--- src/rtl/cva5_types.sv ---
// Core-wide shared type definitions: the exception cause field width.
package cva5_types;

    localparam int ECODE_W = 5;

endpackage

--- src/rtl/riscv_types.sv ---
// RISC-V architectural constants used by the decode exception path.
package riscv_types;

    localparam logic [4:0] ILLEGAL_INST    = 5'd2;
    localparam logic [4:0] INST_PAGE_FAULT = 5'd12;

endpackage

--- src/rtl/decode_exception_sequencer.sv ---
// Decode-stage exception sequencer.
// Sequence for an illegal encoding or a fetch page fault:
//   1. Block issue of the faulting instruction.
//   2. Wait for issued work to drain.
//   3. Hold one request to the exception gateway.
//   4. Keep issue blocked until the front-end flush that follows the trap.
module decode_exception_sequencer
    import cva5_types::*;
    import riscv_types::*;
#(
    parameter int ID_WIDTH = 3,
    parameter int COUNT_W  = 16
) (
    input  logic                clk,
    input  logic                rst_n,
    input  logic                decode_valid,
    input  logic [31:0]         decode_instruction,
    input  logic [31:0]         decode_pc,
    input  logic [ID_WIDTH-1:0] decode_id,
    input  logic                decode_illegal,
    input  logic                decode_fetch_fault,
    input  logic                pipeline_empty,
    input  logic                flush,
    output logic                issue_block,
    output logic                exception_valid,
    output logic [ECODE_W-1:0]  exception_code,
    output logic [31:0]         exception_pc,
    output logic [31:0]         exception_tval,
    output logic [ID_WIDTH-1:0] exception_id,
    input  logic                exception_ack,
    output logic [COUNT_W-1:0]  illegal_count
);

    typedef enum logic [1:0] {
        IDLE,
        DRAIN,
        REQUEST,
        WAIT_FLUSH
    } state_t;

    state_t              state_q, state_d;
    logic [ECODE_W-1:0]  code_q, code_d;
    logic [31:0]         pc_q, pc_d;
    logic [31:0]         tval_q, tval_d;
    logic [ID_WIDTH-1:0] id_q, id_d;
    logic [COUNT_W-1:0]  count_q, count_d;
    logic                trigger;

    // A flush in the same cycle kills the decode instruction, so it cannot fault.
    assign trigger = decode_valid & (decode_illegal | decode_fetch_fault) & ~flush;

    // Next-state, capture and counter logic.
    always_comb begin
        state_d = state_q;
        code_d  = code_q;
        pc_d    = pc_q;
        tval_d  = tval_q;
        id_d    = id_q;
        count_d = count_q;
        unique case (state_q)
            IDLE: begin
                if (trigger) begin
                    pc_d = decode_pc;
                    id_d = decode_id;
                    // Fetch faults win: the instruction bits are not trustworthy.
                    if (decode_fetch_fault) begin
                        code_d = INST_PAGE_FAULT;
                        tval_d = decode_pc;
                    end else begin
                        code_d = ILLEGAL_INST;
                        tval_d = decode_instruction;
                    end
                    state_d = DRAIN;
                end
            end
            DRAIN: begin
                if (flush) begin
                    state_d = IDLE;
                end else if (pipeline_empty) begin
                    state_d = REQUEST;
                end
            end
            REQUEST: begin
                // Ack beats a coincident flush: the gateway already took the trap.
                if (exception_ack) begin
                    state_d = WAIT_FLUSH;
                    if ((code_q == ILLEGAL_INST) && (count_q != {COUNT_W{1'b1}})) begin
                        count_d = count_q + COUNT_W'(1);
                    end
                end else if (flush) begin
                    state_d = IDLE;
                end
            end
            WAIT_FLUSH: begin
                if (flush) begin
                    state_d = IDLE;
                end
            end
            default: state_d = IDLE;
        endcase
    end

    // State, captured exception fields and event counter.
    always_ff @(posedge clk or negedge rst_n) begin
        if (!rst_n) begin
            state_q <= IDLE;
            code_q  <= '0;
            pc_q    <= '0;
            tval_q  <= '0;
            id_q    <= '0;
            count_q <= '0;
        end else begin
            state_q <= state_d;
            code_q  <= code_d;
            pc_q    <= pc_d;
            tval_q  <= tval_d;
            id_q    <= id_d;
            count_q <= count_d;
        end
    end

    assign issue_block     = (state_q != IDLE) | trigger;
    assign exception_valid = (state_q == REQUEST);
    assign exception_code  = code_q;
    assign exception_pc    = pc_q;
    assign exception_tval  = tval_q;
    assign exception_id    = id_q;
    assign illegal_count   = count_q;

endmodule

--- config.mk ---
export PLATFORM = sky130hd
export DESIGN_NAME = decode_exception_sequencer
export DESIGN_NICKNAME = d
export VERILOG_FILES = /design/src/rtl/cva5_types.sv /design/src/rtl/riscv_types.sv /design/src/rtl/decode_exception_sequencer.sv
export SDC_FILE = /design/constraint.sdc
export NUM_CORES = 1
export LEC_CHECK = 0
export ABC_CLOCK_PERIOD_IN_PS = 1900
export BUFFER_PORTS_ARGS = -buffer_cell sky130_fd_sc_hd__clkbuf_2
export CAP_MARGIN = 10
export CORE_ASPECT_RATIO = 1.25
export CORE_MARGIN = 4
export CORE_UTILIZATION = 43
export CTS_CLUSTER_DIAMETER = 30
export DETAILED_ROUTE_END_ITERATION = 8
export GPL_ROUTABILITY_DRIVEN = 0
export PLACE_DENSITY = 0.81
export SKIP_LAST_GASP = 1
export SLEW_MARGIN = 20
export SYNTH_ARGS = -nofsm -noshare
export SYNTH_HDL_FRONTEND = slang
export SYNTH_SLANG_ARGS = --single-unit
export TNS_END_PERCENT = 1
--- constraint.sdc ---
create_clock -name clk -period 1.9 [get_ports clk]
set_clock_uncertainty 0.2 [all_clocks]
set_input_delay 0.19 -clock clk [delete_from_list [all_inputs] [get_ports clk]]
set_output_delay 0.19 -clock clk [all_outputs]
set_load 0.05 [all_outputs]
Word level (Yosys, flattened, before mapping)
Cells that the tools add are included.
{"block": "classes", "addsub": 1, "mul": 0, "n_div": 0, "n_lt_le_gt_ge": 0, "n_eq_ne": 7, "n_shift": 0, "n_mux": 8, "bitwise_logic": 5, "n_reduce_logical": 6}
{"cell": "2-to-1 mux 32 bit", "n": 1}
{"cell": "adder 16 x 1 -> 16 bit (second input constant)", "n": 1}
{"cell": "inequality test 16 bit (second input constant)", "n": 1}
{"cell": "2-to-1 mux 2 bit", "n": 5}
{"cell": "case mux 2 bit (4 select lines)", "n": 1}
{"cell": "equality test 5 x 2 -> 1 bit (second input constant)", "n": 1}
{"cell": "equality test 2 bit (second input constant)", "n": 2}
{"cell": "2-to-1 mux 4 bit", "n": 1}
{"cell": "AND reduction 2 bit", "n": 2}
{"cell": "inequality test 3 bit (second input constant)", "n": 1}
{"cell": "AND reduction 3 bit", "n": 1}
{"cell": "AND 1 bit", "n": 2}
{"cell": "equality test 2 x 1 -> 1 bit (second input constant)", "n": 1}
{"cell": "zero test 2 bit", "n": 1}
{"cell": "inequality test 2 bit (second input constant)", "n": 1}
{"cell": "OR 1 bit", "n": 2}
{"cell": "nonzero test 2 bit", "n": 1}
{"cell": "logical AND 1 bit", "n": 1}
{"cell": "inverter 1 bit", "n": 1}
{"block": "totals", "ff_bits": 90, "latch_bits": 0, "ramBits": 0, "rom_bits": 0, "inputBits": 75, "out_inout_bits": 90, "memories": 0}

Longest topological paths before layout
Gate-level depths: netlist (run 1).
{"block": "depth", "ltp_word": 5, "ltp_mapped": 7}

Least setup slack after synthesis (run 1)
Ideal clock, no wire load.
{"block": "synth_timing", "path_type": "flip-flop to flip-flop", "startpoint": "register count_q[0], in the netlist illegal_count[0]", "endpoint": "register count_q[1], in the netlist illegal_count[1]", "setup_ps": 125, "t_arrival_ps": 1836, "setup_slack_ps": -261, "path_stages_with_launch": 7, "path_buffers": 1, "period_less_slack_ps": 2161, "cell_sequence": "dfrtp_1 -> ha_1 -> and3_1 -> and4_4 -> buf_6 -> nor2_1 -> mux2_4"}
{"block": "synth_between", "elab_chain_len": 3}
{"item": "start: declaration", "line_no": "decode_exception_sequencer.sv:46", "source": "logic [COUNT_W-1:0] count_q, count_d;"}
{"item": "start signal: assignment", "line_no": "decode_exception_sequencer.sv:118", "source": "count_q <= count_d;"}
{"item": "branches (longest 3 deep; another with adder 16 x 1 -> 16 bit)"}
Several ways; the timed one is not identified.
A chain may end at the register's enable or synchronous reset.

Final worst setup path (run 1)
{"block": "layout_timing", "startpoint": "input port flush", "endpoint": "output port issue_block"}
{"block": "layout_between", "elab_chain_len": 3}
{"item": "start: declaration", "line_no": "decode_exception_sequencer.sv:23", "source": "input logic flush,"}
{"item": "inverter 1 bit", "line_no": "decode_exception_sequencer.sv:50", "source": "assign trigger = decode_valid & (decode_illegal | decode_fetch_fault) & ~flush;"}
{"item": "AND 1 bit", "line_no": "decode_exception_sequencer.sv:50"}
{"item": "OR 1 bit", "line_no": "decode_exception_sequencer.sv:122", "source": "assign issue_block = (state_q != IDLE) | trigger;"}
{"item": "end: declaration", "line_no": "decode_exception_sequencer.sv:24", "source": "output logic issue_block,"}
Every way passes these cells.

==> results of run 1 <==
-- synth_stat cells --
master | n | area [sq um]
dfrtp_1 | 87 | 2180
nand2_1 | 38 | 143
mux2_2 | 36 | 405
o21ai_0 | 34 | 170
mux2i_1 | 33 | 330
xor2_1 | 14 | 123
buf_2 | 9 | 45.0
nor3_2 | 8 | 80.1
buf_4 | 6 | 45.0
nand3_1 | 5 | 25.0
and4_1 | 3 | 26.3
buf_6 | 3 | 33.8
clkbuf_1 | 3 | 11.3
inv_1 | 3 | 11.3
nor2_1 | 3 | 11.3
and4_4 | 2 | 22.5
nor3b_1 | 2 | 15.0
a22oi_1 | 1 | 7.51
a32o_1 | 1 | 10.0
and3_1 | 1 | 6.26
and4bb_2 | 1 | 12.5
conb_1 | 1 | 3.75
ha_1 | 1 | 12.5
mux2_4 | 1 | 15.0
nand3_2 | 1 | 10.0
nand4_1 | 1 | 6.26
nor2b_1 | 1 | 6.26
nor3b_2 | 1 | 12.5
nor4_2 | 1 | 12.5
nor4b_2 | 1 | 15.0
o2111ai_1 | 1 | 8.76
o211ai_1 | 1 | 7.51
o21a_1 | 1 | 7.51
xnor2_1 | 1 | 8.76
-- routing by layer --
layer  part of all wire (%)  GRT usage (%)
met2                     50           38.9
met5                      0              0
met4                    3.5           11.0
met1                     37           25.9
met3                    8.6           7.85
-- final timing paths --
kind                                                        to
worst max-delay path                               issue_block
worst min-delay path              illegal_count[2]$_DFFE_PN0P_
worst max register to register          state_q[0]$_DFFE_PN0P_
worst min register to register  exception_tval[21]$_DFFE_PN0P_
max in group asynchronous         illegal_count[7]$_DFFE_PN0P_
min in group clk                        state_q[0]$_DFFE_PN0P_
-- layout by cell type (no fill, tap or decap), types with 2 or more instances in the layout --
master,n
clkbuf_2,160
dfrtp_1,73
dlygate4sd3_1,72
nand2_1,38
mux2_2,36
o21ai_0,34
mux2i_1,33
xor2_1,14
dfrtp_2,14
clkbuf_8,9
nor3_2,8
nand3_1,5
buf_4,5
inv_1,3
and4_1,3
inv_6,3
nor2_1,2
and4_4,2
nor3b_1,2
conb_1,2
bufinv_16,2
clkinvlp_4,2
buf_12,2
-- kinds of logic after synthesis --
kind of cell | Yosys count | share of synthesized area (%)
AOI/OAI and AO/OA | 39 | 5.51
xor gates and xnor gates | 15 | 3.42
adders and majority gates | 1 | 0.326
buffers and inverters | 24 | 3.81
DFF | 87 | 56.7
muxes | 70 | 19.6
other | 1 | 0.0977
and+or+nand+nor | 69 | 10.5
-- report_power, final --
group,switching [mW],internal (mW)
registers,0.517,2.63
logic,3.85,1.27
clock network,0.700,0.754
total,5.07,4.66
-- flip-flops by register name, summed over array words and instances (netlist names) --
register,cells
exception_code,2
exception_id,3
exception_tval,32
state_q,2
illegal_count,16
exception_pc,32
-- cell type report --
| cell class | count | area, sq um | area share [%] |
|---|---|---|---|
| inverter | 3 | 11.3 | 0.196 |
| clock inverter | 7 | 101 | 1.76 |
| clock buffer | 9 | 124 | 2.15 |
| multi-input combinational | 196 | 1560 | 27.2 |
| sequential | 87 | 2190 | 38.2 |
| timing repair buffer | 240 | 1610 | 27.9 |
| tap | 120 | 150 | 2.61 |
-- repair_timing --
item,4_1_cts,5_1_grt
setup endpoints to repair,0,2
hold buffers,72,0
endpoints found under the hold margin,156,0
gates resized for setup,0,3
-- critical path: stages --
cell	delay, ns
dlygate4sd3_1	0.55
clkbuf_2	0.13
inv_1	0.13
o211ai_1	0.13
nand2_1	0.08
clkbuf_4	0.23
==> impl_metrics.toml, run 1 <==
[setup_path]
reg2reg_slack_ns = 0.10
ff2ff_path_depth = 5
rr_startpoint = "state_q[0]$_DFFE_PN0P_"
cp-startpoint = "flush"
end_kind = "output pin"
arrival_ns = 1.45
worstSetupStartpointType = "primary input"
worstSetupPathType = "in2out"
crit_path_max_fanout = 3
required_ns = 1.51

[sta]
max_freq_ghz = 0.543
relSlewSlack_pct = 58.9
worst_slack_ns = 0.0583
worstMarginPinSlew_ns = 0.616
post-route-period-util_pct = 96.9
maxSlewViolCount = 0
hold_violations = 0
hold_ws_ns = 0.0403
rsz0062_at_grt = "yes"
tns_ns = 0
final-setup-viol-count = 0
fin_crit_ns = 1.84

[die]
fp-row-count = 38
ios = 165
dieWidth_um = 92.5
chipHeight_um = 114
initial_core_util_pct = 44.1
coreArea_sq_mm = 0.00870
die_area_sq_mm = 0.0105

[cts]
clk-insertion-delay-late_ns = 0.35
path_clk_slew_ns = 0.09
cts_setup_buffers = 0
clock-sinks = 87
cts_buffer_depth = 2
cts_tree = "built"
cts_made_buffers = 9
cts_root_buf = "clkbuf_8"
h-tree-depth = 3

[final_layout]
n_fill_cell = 619
nets = 613
antenna_cells = 0
drive_gt1_share_pct = 47.0
fin_util_pct = 66.1
layoutNonFillerInstCount = 662
finalInstanceArea_sq_mm = 0.00575
synthToLayoutAreaGrowth_pct = 49.9

[logic_synthesis]
syn_inst = 306
ys_ff_latch = 87
avgSynthCellArea_sq_um = 12.5
ys_warn_count = 0
ys_seq_area_share_pct = 56.7
synth.distinct_cells = 34
mappedNetlistArea_sq_mm = 0.00384

[job]
cap_violations = 0

[global_routing]
globalRouteOverflowTotal = 0
antenna_found_initial = 0
grt_pass1_vias = 3684
grt.total_usage_pct = 23.0
grt_start_max_net_pins = 66
grt_pass1_wl_um = 18600

[drt]
drt_pass1_iterations = 4
post_drt_via_cell_ratio = 5.07
ant_nets = 0
route.vias.total = 3359
drt_iter0_drc = 109
wl_per_cell_um = 17.2
wl_um = 11400
drc_errors = 0

[place]
place_ws_ns = 0.115
dp.cells = 574
hpwlAfterDp_um = 7130
port_buffers = 162
placed_area_sq_mm = 0.00480

[hold_path]
worstHoldPathType = "in2async"

[pwr]
p_leak_nw = 2.91
total_power_mw = 9.72
peakVddDrop_mv = 1.26
p_per_area_mw_per_mm2 = 1690

[outcome]
status = "finished, final reports clean"
Power figures use the tool's default switching activity.
==> run 2: changes to the inputs <==
- CAP_MARGIN: 10 -> unset
- PLACE_DENSITY: 0.81 -> 0.85
==> impl_metrics.toml, run 2 (synthesis results as in run 1) <==
[outcome]
status = "finished, final reports clean"

[place]
place_ws_ns = 0.107
hpwlAfterDp_um = 7250
dp.cells = 574
port_buffers = 162
placed_area_sq_mm = 0.00483

[setup_path]
worstSetupPathType = "reg2reg"
worstSetupStartpointType = "flip-flop"
critPathMaxStageDelay_ns = 0.43
end_kind = "flip-flop"
path_cells = "ha_4, and3_4, and4_4, nor2_4, mux2_4"
crit_path_max_fanout = 15
ff2ff_path_depth = 5
slowest_stage = "dfrtp_2"
required_ns = 1.93
arrival_ns = 1.83

[sta]
post-route-period-util_pct = 94.7
rsz0062_at_grt = "no"
worst_slack_ns = 0.100
final-setup-viol-count = 0
maxSlewViolCount = 0
max_freq_ghz = 0.556
tns_ns = 0
hold_violations = 0
fin_crit_ns = 1.80

[pwr]
p_leak_nw = 2.92
p_per_area_mw_per_mm2 = 1690
peakVddDrop_mv = 1.11

[die]
chipHeight_um = 114
die_area_sq_mm = 0.0105
dieWidth_um = 92.5
ios = 165
fp-row-count = 38
initial_core_util_pct = 44.1
coreArea_sq_mm = 0.00870

[global_routing]
grt_pass1_wl_um = 18600
grt_pass1_vias = 3622
grt_start_max_net_pins = 85
globalRouteOverflowTotal = 0
grt.total_usage_pct = 23.2
antenna_found_initial = 0

[cts]
cts_setup_buffers = 0
h-tree-depth = 3
cts_buffer_depth = 2
clock-sinks = 87
cts_root_buf = "clkbuf_8"
clk-insertion-delay-late_ns = 0.35
path_clk_slew_ns = 0.09
cts_tree = "built"
cts_made_buffers = 9

[final_layout]
layoutNonFillerInstCount = 662
nets = 613
multi_input_area_sq_mm = 0.00156
final_common_cell = "clkbuf_2"
finalInstanceArea_sq_mm = 0.00577
antenna_cells = 0
register_area_sq_mm = 0.00219
fin_util_pct = 66.3
n_fill_cell = 606
drive_gt1_share_pct = 46.9
synthToLayoutAreaGrowth_pct = 50.4
layout_common_cells = "clkbuf_2, dfrtp_1, dlygate4sd3_1"

[drt]
drc_errors = 0
ant_nets = 0
post_drt_via_cell_ratio = 5.02
wl_per_cell_um = 17.6
route.vias.total = 3325
drt_iter0_drc = 159
drt_pass1_iterations = 4
wl_um = 11600

[hold_path]
worstHoldPathType = "in2async"

[job]
cap_violations = 0
-- run 2: worst paths after layout --
check                                                from                              to  slack, ns
hold reg to reg            exception_tval[15]$_DFFE_PN0P_  exception_tval[15]$_DFFE_PN0P_       0.28
setup reg to reg             illegal_count[1]$_DFFE_PN0P_    illegal_count[1]$_DFFE_PN0P_       0.10
min in group clk                             decode_valid          state_q[0]$_DFFE_PN0P_       0.15
setup / recovery             illegal_count[1]$_DFFE_PN0P_    illegal_count[1]$_DFFE_PN0P_       0.10
hold / removal                                      rst_n  exception_tval[21]$_DFFE_PN0P_       0.14
max in group asynchronous                           rst_n  exception_tval[15]$_DFFE_PN0P_       0.77
-- run 2: routing by layer --
layer / routed length [um] / global-route usage, % / vias up
li1: - / - / 1521
met1: 4320 / 25.7 / 1605
met2: 6010 / 40.5 / 170
met3: 933 / 8.05 / 29
met4: 371 / 9.51 / 0
met5: 0 / 0 / -
-- run 2: critical path: cells and delay by family, from the launching register on --
kind          cells  cell delay, ns
simple gates      3            0.62
fa+ha+maj         1            0.15
mux               1            0.29
flops             1            0.43
-- run 2: area by class of cell --
| type | instances | area share [%] |
|---|---|---|
| Inverter | 3 | 0.195 |
| Tap cell | 120 | 2.60 |
| Clock buffer | 11 | 2.45 |
| Clock inverter | 5 | 1.41 |
| Multi-Input combinational cell | 196 | 27.0 |
| Sequential cell | 87 | 38.0 |
| Timing Repair Buffer | 240 | 28.3 |
-- run 2: report_power, final --
part	leakage, nW	switching [mW]	total [mW]	internal, mW
Clock	0.110	0.667	1.45	0.778
Combinational	1.75	3.85	5.15	1.30
Sequential	1.06	0.548	3.18	2.64
-- run 2: timing repair --
action                                 4_1_cts  5_1_grt
setup endpoints to repair                    0        1
resized for setup                            0        1
hold buffers                                72        0
endpoints found under the hold margin      139        0
-- run 2: metrics by stage --
stage,power (mW),hold slack [ns]
2_1_floorplan,6.78,-0.306
3_3_place_gp,7.98,-0.0292
3_5_place_dp,8.12,-0.0265
4_1_cts,9.70,0.131
5_1_grt,10.2,0.156
6_report,9.78,0.139
